## config.mk

```make
export PLATFORM = sky130hd
export DESIGN_NAME = mem_port_arbiter_flat
export DESIGN_NICKNAME = d
export VERILOG_FILES = /design/src/rtl/mem_port_arbiter_if.sv /design/src/rtl/mem_port_arbiter.sv /design/src/flat_wrapper.sv
export SDC_FILE = /design/constraint.sdc
export NUM_CORES = 1
export LEC_CHECK = 0
export CAP_MARGIN = 20
export CORE_ASPECT_RATIO = 1.25
export CORE_MARGIN = 2
export CORE_UTILIZATION = 35
export CTS_CLUSTER_DIAMETER = 200
export DETAILED_ROUTE_END_ITERATION = 16
export PLACE_DENSITY_LB_ADDON = 0.25
export SLEW_MARGIN = 20
export SYNTH_ARGS = -nofsm -noshare
export SYNTH_HDL_FRONTEND = slang
export SYNTH_SLANG_ARGS = --single-unit
```

## constraint.sdc

```tcl
create_clock -name clock -period 5.55 [get_ports clock]
set_input_delay 0.8325 -clock clock [delete_from_list [all_inputs] [get_ports clock]]
set_output_delay 0.8325 -clock clock [all_outputs]
set_load 0.05 [all_outputs]
```

## src/rtl/mem_port_arbiter_if.sv

```systemverilog
// mem_port_arbiter_if: bundles the fetch port, the data port and the shared
// memory port of mem_port_arbiter.
// The slave modport is the arbiter's view.
// The master modport is the view of the requesters plus the memory.
interface mem_port_arbiter_if #(
  parameter int ADDR_W = 32,
  parameter int DATA_W = 32
);
  // instruction-fetch requester
  logic              f_req;
  logic [ADDR_W-1:0] f_addr;
  logic              f_gnt;
  logic              f_rvalid;
  logic [DATA_W-1:0] f_rdata;

  // data-memory requester
  logic              d_req;
  logic              d_we;
  logic [ADDR_W-1:0] d_addr;
  logic [DATA_W-1:0] d_wdata;
  logic [1:0]        d_size;
  logic              d_gnt;
  logic              d_rvalid;
  logic [DATA_W-1:0] d_rdata;

  // single-port memory
  logic              m_en;
  logic              m_we;
  logic [ADDR_W-1:0] m_addr;
  logic [DATA_W-1:0] m_wdata;
  logic [1:0]        m_size;
  logic [DATA_W-1:0] m_rdata;

  modport slave (
    input  f_req, f_addr,
    output f_gnt, f_rvalid, f_rdata,
    input  d_req, d_we, d_addr, d_wdata, d_size,
    output d_gnt, d_rvalid, d_rdata,
    output m_en, m_we, m_addr, m_wdata, m_size,
    input  m_rdata
  );

  modport master (
    output f_req, f_addr,
    input  f_gnt, f_rvalid, f_rdata,
    output d_req, d_we, d_addr, d_wdata, d_size,
    input  d_gnt, d_rvalid, d_rdata,
    input  m_en, m_we, m_addr, m_wdata, m_size,
    output m_rdata
  );
endinterface

```

## src/rtl/mem_port_arbiter.sv

```systemverilog
// mem_port_arbiter: shares one single-port memory between instruction fetch
// and data access.
// It runs one transaction at a time with a fixed memory latency.
// Data accesses have priority over fetch.
// Optional feature macro: ARB_STARVE_GUARD_EN. When it is defined, a fetch is
// forced through after STARVE_MAX consecutive data grants issued while the
// fetch was pending.
module mem_port_arbiter #(
  parameter int ADDR_W     = 32,
  parameter int DATA_W     = 32,
  parameter int MEM_LAT    = 1,
  parameter int STARVE_MAX = 4
) (
  input logic               clock,
  input logic               reset,
  mem_port_arbiter_if.slave bus
);

  typedef enum logic [1:0] {IDLE, ISSUE, WAIT, RESP} state_t;

  localparam logic [3:0] LAT_LOAD = 4'(MEM_LAT - 1);

  if (MEM_LAT < 1 || MEM_LAT > 15 || STARVE_MAX < 1 || STARVE_MAX > 15) begin : g_bad_param
    $error("mem_port_arbiter: MEM_LAT and STARVE_MAX must lie in 1..15");
  end

  state_t            state, state_n;
  logic [3:0]        lat_cnt, lat_cnt_n;
  logic              win_data, win_data_n;
  logic              win_we, win_we_n;

  logic              m_en_q, m_en_n;
  logic              m_we_q, m_we_n;
  logic [ADDR_W-1:0] m_addr_q, m_addr_n;
  logic [DATA_W-1:0] m_wdata_q, m_wdata_n;
  logic [1:0]        m_size_q, m_size_n;
  logic              f_gnt_q, f_gnt_n;
  logic              d_gnt_q, d_gnt_n;
  logic              f_rvalid_q, f_rvalid_n;
  logic              d_rvalid_q, d_rvalid_n;
  logic [DATA_W-1:0] f_rdata_q, f_rdata_n;
  logic [DATA_W-1:0] d_rdata_q, d_rdata_n;

  logic              arb_any;
  logic              arb_data;
  logic              arb_fire;

`ifdef ARB_STARVE_GUARD_EN
  logic [3:0]        starve_cnt;

  // Pick the winner; a fetch that has waited STARVE_MAX data grants overrides data priority.
  always_comb begin
    arb_any  = bus.d_req || bus.f_req;
    arb_data = bus.d_req;
    if (bus.f_req && (starve_cnt == 4'(STARVE_MAX))) begin
      arb_data = 1'b0;
    end
    arb_fire = ((state == IDLE) || (state == RESP)) && arb_any;
  end

  // Count data grants issued while fetch is pending; any fetch grant or idle fetch clears it.
  always_ff @(posedge clock or posedge reset) begin
    if (reset) begin
      starve_cnt <= 4'd0;
    end else if (!bus.f_req) begin
      starve_cnt <= 4'd0;
    end else if (arb_fire && !arb_data) begin
      starve_cnt <= 4'd0;
    end else if (arb_fire && arb_data && (starve_cnt != 4'hF)) begin
      starve_cnt <= starve_cnt + 4'd1;
    end
  end
`else
  // Pick the winner with strict data priority.
  always_comb begin
    arb_any  = bus.d_req || bus.f_req;
    arb_data = bus.d_req;
    arb_fire = ((state == IDLE) || (state == RESP)) && arb_any;
  end
`endif

  // Next state and next registered outputs.
  // The m_* registers double as the transaction latches and are set at the arbitration edge.
  always_comb begin
    state_n    = state;
    lat_cnt_n  = lat_cnt;
    win_data_n = win_data;
    win_we_n   = win_we;
    m_en_n     = 1'b0;
    m_we_n     = 1'b0;
    m_addr_n   = m_addr_q;
    m_wdata_n  = m_wdata_q;
    m_size_n   = m_size_q;
    f_gnt_n    = 1'b0;
    d_gnt_n    = 1'b0;
    f_rvalid_n = 1'b0;
    d_rvalid_n = 1'b0;
    f_rdata_n  = f_rdata_q;
    d_rdata_n  = d_rdata_q;

    case (state)
      IDLE, RESP: begin
        if (arb_fire) begin
          state_n    = ISSUE;
          win_data_n = arb_data;
          m_en_n     = 1'b1;
          if (arb_data) begin
            win_we_n  = bus.d_we;
            m_we_n    = bus.d_we;
            m_addr_n  = bus.d_addr;
            m_wdata_n = bus.d_wdata;
            m_size_n  = bus.d_size;
            d_gnt_n   = 1'b1;
          end else begin
            win_we_n  = 1'b0;
            m_we_n    = 1'b0;
            m_addr_n  = bus.f_addr;
            m_wdata_n = '0;
            m_size_n  = 2'd2;
            f_gnt_n   = 1'b1;
          end
        end else begin
          state_n = IDLE;
        end
      end

      ISSUE: begin
        state_n   = WAIT;
        lat_cnt_n = LAT_LOAD;
      end

      WAIT: begin
        if (lat_cnt == 4'd0) begin
          state_n = RESP;
          if (win_data) begin
            d_rdata_n  = win_we ? '0 : bus.m_rdata;
            d_rvalid_n = 1'b1;
          end else begin
            f_rdata_n  = bus.m_rdata;
            f_rvalid_n = 1'b1;
          end
        end else begin
          lat_cnt_n = lat_cnt - 4'd1;
        end
      end

      default: state_n = IDLE;
    endcase
  end

  // State, latches and every output register; reset discards any in-flight transaction.
  always_ff @(posedge clock or posedge reset) begin
    if (reset) begin
      state      <= IDLE;
      lat_cnt    <= 4'd0;
      win_data   <= 1'b0;
      win_we     <= 1'b0;
      m_en_q     <= 1'b0;
      m_we_q     <= 1'b0;
      m_addr_q   <= '0;
      m_wdata_q  <= '0;
      m_size_q   <= 2'd0;
      f_gnt_q    <= 1'b0;
      d_gnt_q    <= 1'b0;
      f_rvalid_q <= 1'b0;
      d_rvalid_q <= 1'b0;
      f_rdata_q  <= '0;
      d_rdata_q  <= '0;
    end else begin
      state      <= state_n;
      lat_cnt    <= lat_cnt_n;
      win_data   <= win_data_n;
      win_we     <= win_we_n;
      m_en_q     <= m_en_n;
      m_we_q     <= m_we_n;
      m_addr_q   <= m_addr_n;
      m_wdata_q  <= m_wdata_n;
      m_size_q   <= m_size_n;
      f_gnt_q    <= f_gnt_n;
      d_gnt_q    <= d_gnt_n;
      f_rvalid_q <= f_rvalid_n;
      d_rvalid_q <= d_rvalid_n;
      f_rdata_q  <= f_rdata_n;
      d_rdata_q  <= d_rdata_n;
    end
  end

  assign bus.m_en     = m_en_q;
  assign bus.m_we     = m_we_q;
  assign bus.m_addr   = m_addr_q;
  assign bus.m_wdata  = m_wdata_q;
  assign bus.m_size   = m_size_q;
  assign bus.f_gnt    = f_gnt_q;
  assign bus.d_gnt    = d_gnt_q;
  assign bus.f_rvalid = f_rvalid_q;
  assign bus.d_rvalid = d_rvalid_q;
  assign bus.f_rdata  = f_rdata_q;
  assign bus.d_rdata  = d_rdata_q;

endmodule

```

## src/flat_wrapper.sv

```systemverilog
// flat-port wrapper written by rule: the top's interface ports become plain ports
module mem_port_arbiter_flat 
#(
  parameter int ADDR_W     = 32,
  parameter int DATA_W     = 32,
  parameter int MEM_LAT    = 1,
  parameter int STARVE_MAX = 4
)
  (clock, reset, bus_f_req, bus_f_addr, bus_f_gnt, bus_f_rvalid, bus_f_rdata, bus_d_req, bus_d_we, bus_d_addr, bus_d_wdata, bus_d_size, bus_d_gnt, bus_d_rvalid, bus_d_rdata, bus_m_en, bus_m_we, bus_m_addr, bus_m_wdata, bus_m_size, bus_m_rdata);
  mem_port_arbiter_if #(.ADDR_W(ADDR_W), .DATA_W(DATA_W)) bus_i ();
  input logic clock;
  input logic reset;
  input wire logic [$bits(bus_i.f_req)-1:0] bus_f_req;
  input wire logic [$bits(bus_i.f_addr)-1:0] bus_f_addr;
  output wire logic [$bits(bus_i.f_gnt)-1:0] bus_f_gnt;
  output wire logic [$bits(bus_i.f_rvalid)-1:0] bus_f_rvalid;
  output wire logic [$bits(bus_i.f_rdata)-1:0] bus_f_rdata;
  input wire logic [$bits(bus_i.d_req)-1:0] bus_d_req;
  input wire logic [$bits(bus_i.d_we)-1:0] bus_d_we;
  input wire logic [$bits(bus_i.d_addr)-1:0] bus_d_addr;
  input wire logic [$bits(bus_i.d_wdata)-1:0] bus_d_wdata;
  input wire logic [$bits(bus_i.d_size)-1:0] bus_d_size;
  output wire logic [$bits(bus_i.d_gnt)-1:0] bus_d_gnt;
  output wire logic [$bits(bus_i.d_rvalid)-1:0] bus_d_rvalid;
  output wire logic [$bits(bus_i.d_rdata)-1:0] bus_d_rdata;
  output wire logic [$bits(bus_i.m_en)-1:0] bus_m_en;
  output wire logic [$bits(bus_i.m_we)-1:0] bus_m_we;
  output wire logic [$bits(bus_i.m_addr)-1:0] bus_m_addr;
  output wire logic [$bits(bus_i.m_wdata)-1:0] bus_m_wdata;
  output wire logic [$bits(bus_i.m_size)-1:0] bus_m_size;
  input wire logic [$bits(bus_i.m_rdata)-1:0] bus_m_rdata;
  assign bus_i.f_req = bus_f_req;
  assign bus_i.f_addr = bus_f_addr;
  assign bus_f_gnt = bus_i.f_gnt;
  assign bus_f_rvalid = bus_i.f_rvalid;
  assign bus_f_rdata = bus_i.f_rdata;
  assign bus_i.d_req = bus_d_req;
  assign bus_i.d_we = bus_d_we;
  assign bus_i.d_addr = bus_d_addr;
  assign bus_i.d_wdata = bus_d_wdata;
  assign bus_i.d_size = bus_d_size;
  assign bus_d_gnt = bus_i.d_gnt;
  assign bus_d_rvalid = bus_i.d_rvalid;
  assign bus_d_rdata = bus_i.d_rdata;
  assign bus_m_en = bus_i.m_en;
  assign bus_m_we = bus_i.m_we;
  assign bus_m_addr = bus_i.m_addr;
  assign bus_m_wdata = bus_i.m_wdata;
  assign bus_m_size = bus_i.m_size;
  assign bus_i.m_rdata = bus_m_rdata;
  mem_port_arbiter #(.ADDR_W(ADDR_W), .DATA_W(DATA_W), .MEM_LAT(MEM_LAT), .STARVE_MAX(STARVE_MAX)) u_core (.clock(clock), .reset(reset), .bus(bus_i));
endmodule
```

==> run summary <==
Hold Buf Count CTS: 0
startpoint types: register
leak pwr: 4.29 nW
share of cells above drive strength 1: 13.7%
Post-CTS Setup Inserts: 0
hold crit path type: reg -> reg
WL/cell: 15.3 µm
core area: 17400 µm²
largest net degree at the start of global routing: 96
Worst Tran Pin Value: 897 ps
Buffers on Ports: 270
max_slew headroom: 40.2%
# rows: 54
DIE WIDTH: 123 µm
hold_sp: u_core.bus.m_wdata[10]
TNS Setup: 0 ps
crit path DAT: 1630 ps
Required @ worst endpoint: 4720 ps
#FFs+latches synth: 144
n_diodes: 0
fmax: 0.406 GHz
DRC viols: 0
Crit Path Class: reg -> out
Area Overhead vs Synth: 55.6%
Critical-path top delay cell: clkdlybuf4s50_1
Slew Viols, Final: 0
post-synth top area share: 58.6%
reg2reg path depth: 6
Final Wtd Congestion: 0.813
clk_skew: 8.23 ps
final WL: 15500 µm
flop2flop setup slack: 3390 ps
vias: 4714
number of vias per cell: 4.67
H-tree depth: 4
first-pass GRT wire length: 25000 µm
crit-path cells: clkdlybuf4s50_1
area leader, netlist: dfrtp_1
Final setup viols: 0
Avg Inst Size Synth: 12.0 µm²
Final nets: 911
# Max-Cap Violations: 0
syn_nets: 650
CP top delay family: buffers and inverters
starting DRC count in detailed routing: 189
Die Y: 152 µm
Hold Path Sink: u_core.bus.m_wdata[10]
CTS resizes: 0
crit-path max FO: 2
Top Ports: 271
DP HPWL: 11200 µm
Bufs and invs on worst path: 1
Clock Latency Late Sink: 400 ps
hold depth: 2
Ys Warns: 0
CP peak stage delay: 830 ps
number of global-route vias before repair: 4950
first-pass detailed-route iteration total: 4
Die ar.: 18600 µm²
outcome: finished, final reports clean
Yosys cell types: 31
post-route ant nets: 0
critical path endpoint category: output pin
clock sink count: 144
end-of-flow core utilization: 55.1%
Remaining Overflow, GRT: 0
Total GRT Usage: 17.0%
maximum clock path buffer count: 2
Mapped Cells: 512
CTS tree: yes
Tmin final: 2460 ps
Clock Tree Root: clkbuf_16
antenna violations before repair: 0
Initial Utilization: 35.4%
Final Cycle Share: 44.4%
Seq/Total Area, Yosys: 58.6%
Fin. Hold Viols: 0
Num CTS Buffers: 17
Worst R2R End: u_core.bus.f_rdata[29]
Synth area leaders: dfrtp_1, mux2_4, mux2_2, nand2_1, mux2i_1
Reg2Reg Launch Point: u_core.state[0]
Mapped Area: 6150 µm²
Clock transition at path regs: 60 ps
pwr/cell area: 731 nW/µm²
RSZ-0062 raised after global routing: false
worst vdd ir: 0.000370 V
## area by class of cell
cell class	instances	area [µm²]
clock buffers	19	443
flip-flops and latches	144	3600
inverters	8	35.0
clock inverters	13	153
well taps	224	280
multi-input cells	326	2310
repair buffers	276	2740
fillers	1488	7800
## Yosys cell counts
cell type,count
dfrtp_1,144
nand2_1,102
o21ai_0,37
mux2_2,35
mux2i_1,33
nand3_1,33
nor2b_1,33
mux2_4,29
clkbuf_1,15
buf_2,10
inv_1,8
buf_6,4
buf_12,3
ha_1,3
nand2b_1,3
a21o_1,2
buf_1,2
nor2_1,2
o31ai_1,2
a2bb2oi_1,1
a31oi_1,1
and2_1,1
and3_1,1
and4bb_4,1
nand2_2,1
nand4b_1,1
nor2b_4,1
nor3_1,1
nor4bb_1,1
o21ai_1,1
o221ai_1,1
## where the power goes
group | internal, W | total [W] | leakage (nW) | switching [W]
Sequential | 0.00155 | 0.00185 | 1.77 | 0.000299
Clock | 0.000684 | 0.00114 | 0.275 | 0.000454
Combinational | 0.00143 | 0.00400 | 2.24 | 0.00257
## worst max-delay path by stage
stage	slack (ps)	to	cells after the start	startpoint
finish	3090	bus_m_addr[12]	1	u_core.bus.m_addr[12]
global route	3020	bus_m_addr[9]	1	u_core.bus.m_addr[9]
CTS	3050	bus_m_addr[9]	1	u_core.bus.m_addr[9]
detailed placement	2890	u_core.bus.m_addr[1]	3	reset
global placement	2930	u_core.bus.m_addr[4]	3	reset
floorplan	850	u_core.bus.d_gnt	1	reset
## per-layer routing
metal,global-route usage (%),vias up,part of all wire (%)
li1,-,2231,-
met1,20.8,2230,42
met2,27.4,232,46
met3,6.55,21,9.9
met4,5.75,0,1.9
met5,0,-,0
## worst register-to-register path, cell delays in order, from the launching register on
cell and delay (ps):
dfrtp_1 380, inv_1 60, ha_1 250, and4bb_4 290, nor2b_4 130, buf_4 500
mux2_2 440
## cells in the final DEF (no fill, tap or decap), types with 2 or more instances in the layout
cell type          n
a21o_1             2
buf_4              6
bufinv_16          2
clkbuf_16         17
clkdlybuf4s50_1  269
clkinvlp_4         5
dfrtp_1          143
ha_1               3
inv_1              7
inv_6              5
mux2_2            35
mux2_4            29
mux2i_1           33
nand2_1          102
nand2b_1           3
nand3_1           33
nor2_1             2
nor2b_1           33
o21ai_0           37
o31ai_1            2
## through the flow
stage | worst slack (ps) | hold WS [ps] | power [W] | cell area [µm²] | instances
floorplan | 851 | 474 | 0.00460 | 6150 | 512
global placement | 2930 | 451 | 0.00584 | 8970 | 978
detailed placement | 2890 | 456 | 0.00590 | 8970 | 978
CTS | 3050 | 469 | 0.00707 | 9560 | 1010
global route | 3020 | 494 | 0.00738 | 9560 | 1010
finish | 3090 | 465 | 0.00699 | 9560 | 1010
## kinds of logic after synthesis
kind of cell,share of synthesized area (%)
compound gates,3.97
fa+ha+maj,0.611
buf+inv,4.05
mux,18.9
simple gates,13.9
flops,58.6
## sequential cells by signal, summed over array words and instances, names as in the netlist, 2 cells and up
register	cells
u_core.bus.m_size	2
u_core.bus.d_rdata	32
u_core.bus.m_addr	32
u_core.bus.f_rdata	32
u_core.lat_cnt	4
u_core.bus.m_wdata	32
u_core.state	2
(Power assumes the default switching activity.)
